<file path="src/rtl/alu_cmd_issue.sv">
// Command-issue stage for the 4-bit ALU: a command FIFO, a registered issue port and tagged result capture.
// Optional feature macro ALU_CMD_OFCNT_EN adds of_count, a saturating count of captured results with res_of=1.
module alu_cmd_issue #(
  parameter int DEPTH   = 8,
  parameter int ALU_LAT = 2,
  parameter int TAG_W   = 3
) (
  input  logic                   Clk,
  input  logic                   nReset,
  input  logic                   push,
  input  logic [3:0]             push_a,
  input  logic [3:0]             push_b,
  input  logic                   push_cin,
  input  logic [3:0]             push_m,
  input  logic                   hold,
  input  logic                   clr_err,
  output logic                   full,
  output logic                   empty,
  output logic [$clog2(DEPTH):0] count,
  output logic [3:0]             a,
  output logic [3:0]             b,
  output logic                   cin,
  output logic [3:0]             m,
  output logic                   issue_valid,
  input  logic [3:0]             r_in,
  input  logic                   of_in,
  output logic                   res_valid,
  output logic [3:0]             res_data,
  output logic                   res_of,
  output logic [TAG_W-1:0]       res_tag,
`ifdef ALU_CMD_OFCNT_EN
  output logic [7:0]             of_count,
`endif
  output logic                   drop_err,
  output logic                   mode_err
);

  localparam int PW = $clog2(DEPTH);
  localparam int CW = PW + 1;

  typedef struct packed {
    logic [3:0] a;
    logic [3:0] b;
    logic       cin;
    logic [3:0] m;
  } cmd_t;

  cmd_t             mem_q [DEPTH];
  logic [PW-1:0]    wr_ptr_q, rd_ptr_q;
  logic [CW-1:0]    count_q, count_d;
  logic             push_ok, do_issue, drop_ev, mode_ev, capture;
  cmd_t             head;

  cmd_t             cmd_q;
  logic             issue_valid_q;
  logic [TAG_W-1:0] tag_q;

  logic [ALU_LAT-1:0] pv_q;
  logic [TAG_W-1:0]   pt_q [ALU_LAT];

  logic             res_valid_q, res_of_q;
  logic [3:0]       res_data_q;
  logic [TAG_W-1:0] res_tag_q;
  logic             drop_err_q, mode_err_q, drop_err_d, mode_err_d;

  // full is taken before the pop, so a push into a full FIFO is dropped even while issuing
  always_comb begin
    full       = (count_q == CW'(DEPTH));
    empty      = (count_q == '0);
    drop_ev    = push & full;
    mode_ev    = push & push_m[3];
    push_ok    = push & ~full & ~push_m[3];
    do_issue   = ~empty & ~hold;
    count_d    = count_q + CW'(push_ok) - CW'(do_issue);
    head       = mem_q[rd_ptr_q];
    capture    = pv_q[ALU_LAT-1];
    drop_err_d = drop_ev | (drop_err_q & ~clr_err);
    mode_err_d = mode_ev | (mode_err_q & ~clr_err);
  end

  always_ff @(posedge Clk) begin
    if (push_ok) mem_q[wr_ptr_q] <= {push_a, push_b, push_cin, push_m};
  end

  always_ff @(posedge Clk or negedge nReset) begin
    if (!nReset) begin
      wr_ptr_q      <= '0;
      rd_ptr_q      <= '0;
      count_q       <= '0;
      cmd_q         <= '0;
      issue_valid_q <= 1'b0;
      tag_q         <= '0;
      pv_q          <= '0;
      for (int i = 0; i < ALU_LAT; i++) pt_q[i] <= '0;
      res_valid_q   <= 1'b0;
      res_data_q    <= '0;
      res_of_q      <= 1'b0;
      res_tag_q     <= '0;
      drop_err_q    <= 1'b0;
      mode_err_q    <= 1'b0;
    end else begin
      count_q       <= count_d;
      issue_valid_q <= do_issue;
      drop_err_q    <= drop_err_d;
      mode_err_q    <= mode_err_d;
      if (push_ok) wr_ptr_q <= wr_ptr_q + PW'(1);
      if (do_issue) begin
        rd_ptr_q <= rd_ptr_q + PW'(1);
        cmd_q    <= head;
        tag_q    <= tag_q + TAG_W'(1);
      end
      // stage 0 is loaded on the issue edge; the last stage marks the capture edge
      pv_q[0] <= do_issue;
      pt_q[0] <= tag_q;
      for (int i = 1; i < ALU_LAT; i++) begin
        pv_q[i] <= pv_q[i-1];
        pt_q[i] <= pt_q[i-1];
      end
      res_valid_q <= capture;
      if (capture) begin
        res_data_q <= r_in;
        res_of_q   <= of_in;
        res_tag_q  <= pt_q[ALU_LAT-1];
      end
    end
  end

`ifdef ALU_CMD_OFCNT_EN
  logic [7:0] ofcnt_q, ofcnt_base;
  always_comb ofcnt_base = clr_err ? 8'd0 : ofcnt_q;
  always_ff @(posedge Clk or negedge nReset) begin
    if (!nReset) ofcnt_q <= 8'd0;
    else if (capture && of_in && ofcnt_base != 8'hFF) ofcnt_q <= ofcnt_base + 8'd1;
    else ofcnt_q <= ofcnt_base;
  end
  assign of_count = ofcnt_q;
`endif

  assign count       = count_q;
  assign a           = cmd_q.a;
  assign b           = cmd_q.b;
  assign cin         = cmd_q.cin;
  assign m           = cmd_q.m;
  assign issue_valid = issue_valid_q;
  assign res_valid   = res_valid_q;
  assign res_data    = res_data_q;
  assign res_of      = res_of_q;
  assign res_tag     = res_tag_q;
  assign drop_err    = drop_err_q;
  assign mode_err    = mode_err_q;

endmodule

</file>
<file path="config.mk">
export PLATFORM = sky130hd
export DESIGN_NAME = alu_cmd_issue
export DESIGN_NICKNAME = d
export VERILOG_FILES = /design/src/rtl/alu_cmd_issue.sv
export SDC_FILE = /design/constraint.sdc
export NUM_CORES = 1
export LEC_CHECK = 0
export ABC_AREA = 1
export CORE_UTILIZATION = 46
export DETAILED_ROUTE_END_ITERATION = 10
export PLACE_DENSITY_LB_ADDON = 0.05
export SLEW_MARGIN = 5
export SYNTH_ARGS = -nofsm -noshare
export SYNTH_HDL_FRONTEND = slang
export SYNTH_SLANG_ARGS = --single-unit
</file>
<file path="constraint.sdc">
create_clock -name Clk -period 3.5 [get_ports Clk]
set_input_delay 0.7 -clock Clk [delete_from_list [all_inputs] [get_ports Clk]]
set_output_delay 0.7 -clock Clk [all_outputs]
set_load 0.01 [all_outputs]
</file>
# ---- After elaboration in Yosys (flattened, before gate mapping)
# Memories as Yosys holds them, arrays and structs flattened. A register that Yosys moved wholly into a read port is not among the register bits.
# Index checks and enable logic that the tools add are counted.
dict set report totals {
  register_bits 33
  ram_bits 104
  output_inout_bits 31
  memories 1
}
dict set report classes {
  n_addsub 5
  n_eq_ne 1
  muxes 2
  bitwise_logic 14
  n_reduce_logical 2
}
# memory depth width read_ports rd_clocked_by_memory_dff wr line_no
set mem_list {}
lappend mem_list {mem_q 8 13 1 1 1 48} ;# cmd_t mem_q [DEPTH];
# op n
set op_table {}
lappend op_table {{$add 3x1->3 const B} 3}
lappend op_table {{$and 1x1->1} 7}
lappend op_table {{$not 1->1} 5}
lappend op_table {{$add 4x1->4} 1}
lappend op_table {{$eq 4x4->1 const B} 1}
lappend op_table {{$logic_not 4->1} 1}
lappend op_table {{$sub 4x1->4} 1}
lappend op_table {{$mux 1} 2}
lappend op_table {{$or 1x1->1} 2}
lappend op_table {{$logic_not 1->1} 1}

# ---- Logic depth before layout (Yosys ltp)
dict set report depth {
  ltp_word 6
  mapped_depth 12
  ltp_nobuf 11
}

# ---- Least setup slack after synthesis
# Ideal clock, no wire load.
dict set report synth_timing {
  kind {register to register}
  startpoint {register count_q[2] (netlist: count[2])}
  endpoint {register count_q[2] (netlist: count[2])}
  setup_time_ns 0.124
  arrival_time_ns 2.080
  slack_ns 1.295
  path_stages_with_launch 12
  path_buffers 1
  path_cell_list {dfrtp_1 > inv_1 > ha_1 > nand3_2 > nand2_4 > inv_2 > buf_6 > ha_1 > inv_1 > ha_1 > fa_1 > xor2_1}
}
dict set report synth_between {
  elab_cells_between_ends 9
  cone_classes {add/sub: 2; eq/ne: 1; bitwise: 5; reduce/logical: 1}
}
# item line_no
set synth_lines {}
lappend synth_lines {{start: declaration} 50} ;# logic [CW-1:0] count_q, count_d;
lappend synth_lines {{start signal: assignment} 102} ;# count_q <= count_d;
lappend synth_lines {{$logic_not 4->1} 69} ;# empty = (count_q == '0);
lappend synth_lines {{$not 1->1} 73} ;# do_issue = ~empty & ~hold;
lappend synth_lines {{$and 1x1->1} 73}
lappend synth_lines {{net do_issue} 51} ;# logic push_ok, do_issue, drop_ev, mode_ev, capture;
lappend synth_lines {{$sub 4x1->4} 74} ;# count_d = count_q + CW'(push_ok) - CW'(do_issue);
lappend synth_lines {{net count_d[2]} 50}
# The timed path passes the listed nets, and every way through them passes these cells.
# A chain may end at the register's enable or synchronous reset.

# ---- Final worst setup path
dict set report layout_timing {
  startpoint {register count_q[2] (netlist: count[2])}
  endpoint {output full}
}
dict set report layout_between {
  elab_chain_len 1
}
# item line_no
set layout_rtl {}
lappend layout_rtl {{$eq 4x4->1} 68} ;# full = (count_q == CW'(DEPTH));
lappend layout_rtl {{end: declaration} 17} ;# output logic full,
# No other way between the ends.

==> flow_results.xml <==
<?xml version="1.0" encoding="UTF-8"?>
<metrics>
  <group name="cts">
    <metric name="clock_tree.buffer_depth" unit="">2</metric>
    <metric name="cts-resized-gates" unit="">0</metric>
    <metric name="tritoncts" unit="">yes</metric>
    <metric name="path_clk_slew" unit="ns">0.05</metric>
    <metric name="worst_skew_late_latency" unit="ns">0.42</metric>
    <metric name="ctsRootBufferMaster" unit="">clkbuf_16</metric>
    <metric name="post-cts-setup-buffer-count" unit="">0</metric>
    <metric name="cts_made_buffers" unit="">17</metric>
    <metric name="clock-sinks" unit="">149</metric>
    <metric name="h_tree_depth" unit="">4</metric>
    <metric name="post_cts_hold_buffer_count" unit="">0</metric>
  </group>
  <group name="setup_path">
    <metric name="timing.reg2reg.worst_path_depth" unit="">10</metric>
    <metric name="crit_top_cell" unit="">inv_1</metric>
    <metric name="worst_ep_required_time" unit="ns">2.80</metric>
    <metric name="cp_top_family" unit="">buffers and inverters</metric>
    <metric name="worstPathCellList" unit="">inv_1 &gt; ha_1 &gt; nand3_1 &gt; inv_1 &gt; clkdlybuf4s50_1</metric>
    <metric name="critical-path-slowest-cell" unit="">clkdlybuf4s50_1</metric>
    <metric name="critPathBufInv" unit="">3</metric>
    <metric name="r2r-start" unit="">count[2]</metric>
    <metric name="rr_endpoint" unit="">count[2]</metric>
    <metric name="critical_path_class" unit="">reg -&gt; out</metric>
    <metric name="critical_path.max_fanout" unit="">3</metric>
    <metric name="timing.critical_path.arrival" unit="ns">1.81</metric>
    <metric name="regToRegSetupSlack" unit="ns">1.05</metric>
    <metric name="end_kind" unit="">output port</metric>
    <metric name="kind_of_start_point_of_the_critical_path" unit="">flip-flop</metric>
    <metric name="cpPeakStageDelay" unit="ns">0.53</metric>
  </group>
  <group name="synth">
    <metric name="synth.lib_cells_used.distinct" unit="">24</metric>
    <metric name="syn_area" unit="µm²">6240</metric>
    <metric name="synthesis.instances" unit="">564</metric>
    <metric name="yosysWarnings" unit="">0</metric>
    <metric name="asyncSetResetFlopFracSynth" unit="">0.302</metric>
    <metric name="synth_common_cells" unit="">174 x nand2_1, 104 x edfxtp_1, 94 x inv_1, 81 x nand3_1, 45 x dfrtp_1</metric>
    <metric name="share_of_synthesized_area_occupied_by_flip_flops_and_latches" unit="">0.681</metric>
    <metric name="synth_area_per_cell" unit="µm²">11.1</metric>
    <metric name="cell_type_contributing_the_most_total_cell_area_after_synthesis" unit="">edfxtp_1</metric>
    <metric name="synth_nets" unit="">597</metric>
    <metric name="yosysTopAreaCellShare" unit="">0.501</metric>
    <metric name="synth_area_leaders" unit="">edfxtp_1 50%, dfrtp_1 18%, nand2_1 10%</metric>
    <metric name="synthMostInstantiatedCell" unit="">nand2_1</metric>
    <metric name="synth-seq-cells" unit="">149</metric>
    <metric name="postSynth.topFlopCell" unit="">edfxtp_1</metric>
    <metric name="synth-edff-count" unit="">104</metric>
  </group>
  <group name="drt">
    <metric name="antenna_violating_nets_post_route" unit="">0</metric>
    <metric name="remaining_drc_errors" unit="">0</metric>
    <metric name="drt-wirelength-per-cell" unit="µm">15.3</metric>
    <metric name="routed-via-count" unit="">3915</metric>
    <metric name="postRouteWirelength" unit="µm">12500</metric>
    <metric name="detail_route.vias_per_cell" unit="">4.80</metric>
    <metric name="drtIter0Drc" unit="">240</metric>
    <metric name="drt-pass1-iter-count" unit="">4</metric>
  </group>
  <group name="sta">
    <metric name="rsz_0062_raised_after_global_routing" unit="">false</metric>
    <metric name="period_needed" unit="ns">2.51</metric>
    <metric name="setup_viol_count_final" unit="">0</metric>
    <metric name="fin_tns_setup" unit="ns">0</metric>
    <metric name="fmax" unit="GHz">0.398</metric>
    <metric name="final_hold_fails" unit="">0</metric>
    <metric name="post-route-period-util" unit="">0.718</metric>
    <metric name="clock_skew" unit="ns">0.00924</metric>
    <metric name="max-slew-margin-rel" unit="">0.325</metric>
    <metric name="drv_slew" unit="">0</metric>
    <metric name="tightest_slew" unit="ns">1.01</metric>
  </group>
  <group name="grt">
    <metric name="gr-total-overflow" unit="">0</metric>
    <metric name="grt_first_pass_wirelength" unit="µm">20500</metric>
    <metric name="grt_start_max_net_pins" unit="">55</metric>
    <metric name="grt_util_all_layers" unit="">0.198</metric>
    <metric name="first_global_vias" unit="">3896</metric>
    <metric name="grt_antenna_before_repair" unit="">0</metric>
  </group>
  <group name="cells_and_area">
    <metric name="final_layout_size_suffix_gt1_frac" unit="">0.0953</metric>
    <metric name="final_design_area_no_fill" unit="µm²">7540</metric>
    <metric name="diodes" unit="">0</metric>
    <metric name="filler_cell_count" unit="">1155</metric>
    <metric name="syn2layout_area_growth" unit="%">20.9</metric>
    <metric name="finalNetCount" unit="">660</metric>
  </group>
  <group name="min_path">
    <metric name="hold_depth" unit="">0</metric>
    <metric name="worst_hold_startpoint" unit="">pt_q[3]</metric>
    <metric name="worst_hold_path.endpoint" unit="">pt_q[0]</metric>
    <metric name="hold_crit_path_type" unit="">reg -&gt; reg</metric>
  </group>
  <group name="place">
    <metric name="post_dp_cell_area" unit="µm²">6900</metric>
    <metric name="dp.final_hpwl" unit="µm">7750</metric>
    <metric name="globalplace.congestion" unit="">0.790</metric>
    <metric name="placement.io_buffers" unit="">53</metric>
  </group>
  <group name="die">
    <metric name="design.core.area" unit="µm²">13200</metric>
    <metric name="row_count" unit="">42</metric>
    <metric name="fp.dieW" unit="µm">118</metric>
    <metric name="initial_core_util" unit="">0.471</metric>
    <metric name="die_height" unit="µm">118</metric>
    <metric name="total_die_area" unit="µm²">14000</metric>
    <metric name="ios" unit="">54</metric>
  </group>
  <group name="power_and_ir_drop">
    <metric name="max-vdd-ir-drop" unit="mV">0.330</metric>
    <metric name="static-leakage-power" unit="nW">3.34</metric>
    <metric name="power-per-cell-area" unit="nW/µm²">811</metric>
  </group>
  <group name="outcome">
    <metric name="outcome" unit="">finished, final reports clean</metric>
  </group>
  <group name="run">
    <metric name="max_cap_violations" unit="">0</metric>
  </group>
</metrics>
==> cells by family (layout without fill, tap and decap cells) <==
family | count (synthesis) | in the layout | synth area share
adders and majority gates | 10 | 10 | 0.0213
muxes | 8 | 8 | 0.0144
AOI/OAI and AO/OA | 5 | 5 | 0.00441
buffers and inverters | 119 | 195 | 0.0878
xor gates and xnor gates | 6 | 6 | 0.00843
and+or+nand+nor | 267 | 267 | 0.183
DFF | 149 | 149 | 0.681
==> power by group <==
part	internal, mW	switching [mW]
sequential	2.21	0.185
combinational	0.716	1.06
clock	1.30	0.650
total	4.23	1.89
==> registers in the layout, indices dropped and copies added, names as in the netlist, 3 cells and up <==
register / cells
a: 4
count: 4
res_data: 4
res_tag: 3
rd_ptr_q: 3
b: 4
m: 4
wr_ptr_q: 3
mem_q: 104
pt_q: 6
tag_q: 3
==> routing by layer <==
layer	track usage	vias to the layer above	routed length, µm
met5	0	-	0
met4	0.0712	0	154
met3	0.0420	16	595
met2	0.333	86	6170
met1	0.254	1882	5550
li1	-	1931	-
==> stage by stage <==
stage	worst slack, ns	instances	power (mW)	hold WS, ns	utilization
floorplan	1.30	564	3.65	0.331	-
global placement	0.575	784	4.21	0.333	0.521
detailed placement	0.563	784	4.24	0.339	0.521
CTS	0.957	816	6.19	0.352	0.569
global route	0.876	816	6.52	0.356	0.569
finish	0.986	816	6.12	0.349	0.569
==> worst max-delay path by stage <==
stage / slack, ns / to / cells after the start / start
after floorplan: 1.30 / count[2] / 11 / count[2]
after global placement: 0.57 / count[2] / 9 / hold
after detailed placement: 0.56 / count[2] / 9 / hold
after CTS: 0.96 / full / 5 / count[2]
after global routing: 0.88 / count[2] / 10 / count[2]
final: 0.99 / full / 5 / count[2]
==> layout by cell type (no fill, tap or decap), types with 2 or more instances in the layout <==
cell and instances:
nand2_1 174, edfxtp_1 104, inv_1 94, nand3_1 81
clkdlybuf4s50_1 52, dfrtp_1 45, clkbuf_16 17, buf_4 12
ha_1 9, mux2_2 8, bufinv_16 5, nor2_1 4
nor2_2 4, inv_2 3, xnor2_1 3, xor2_1 3
clkbuf_1 3, clkinv_2 3, nand3_2 2, o22ai_1 2
o21ai_0 2, clkbuf_8 2
==> area by class of cell <==
class	instances	area (µm²)	area share
Sequential cell	149	4250	0.563
Multi-Input combinational cell	296	1440	0.191
Timing Repair Buffer	65	616	0.0816
Clock buffer	22	464	0.0616
Inverter	98	373	0.0494
Tap cell	176	220	0.0292
Clock inverter	10	178	0.0236
Note: power is estimated with default switching activity, not from simulation.
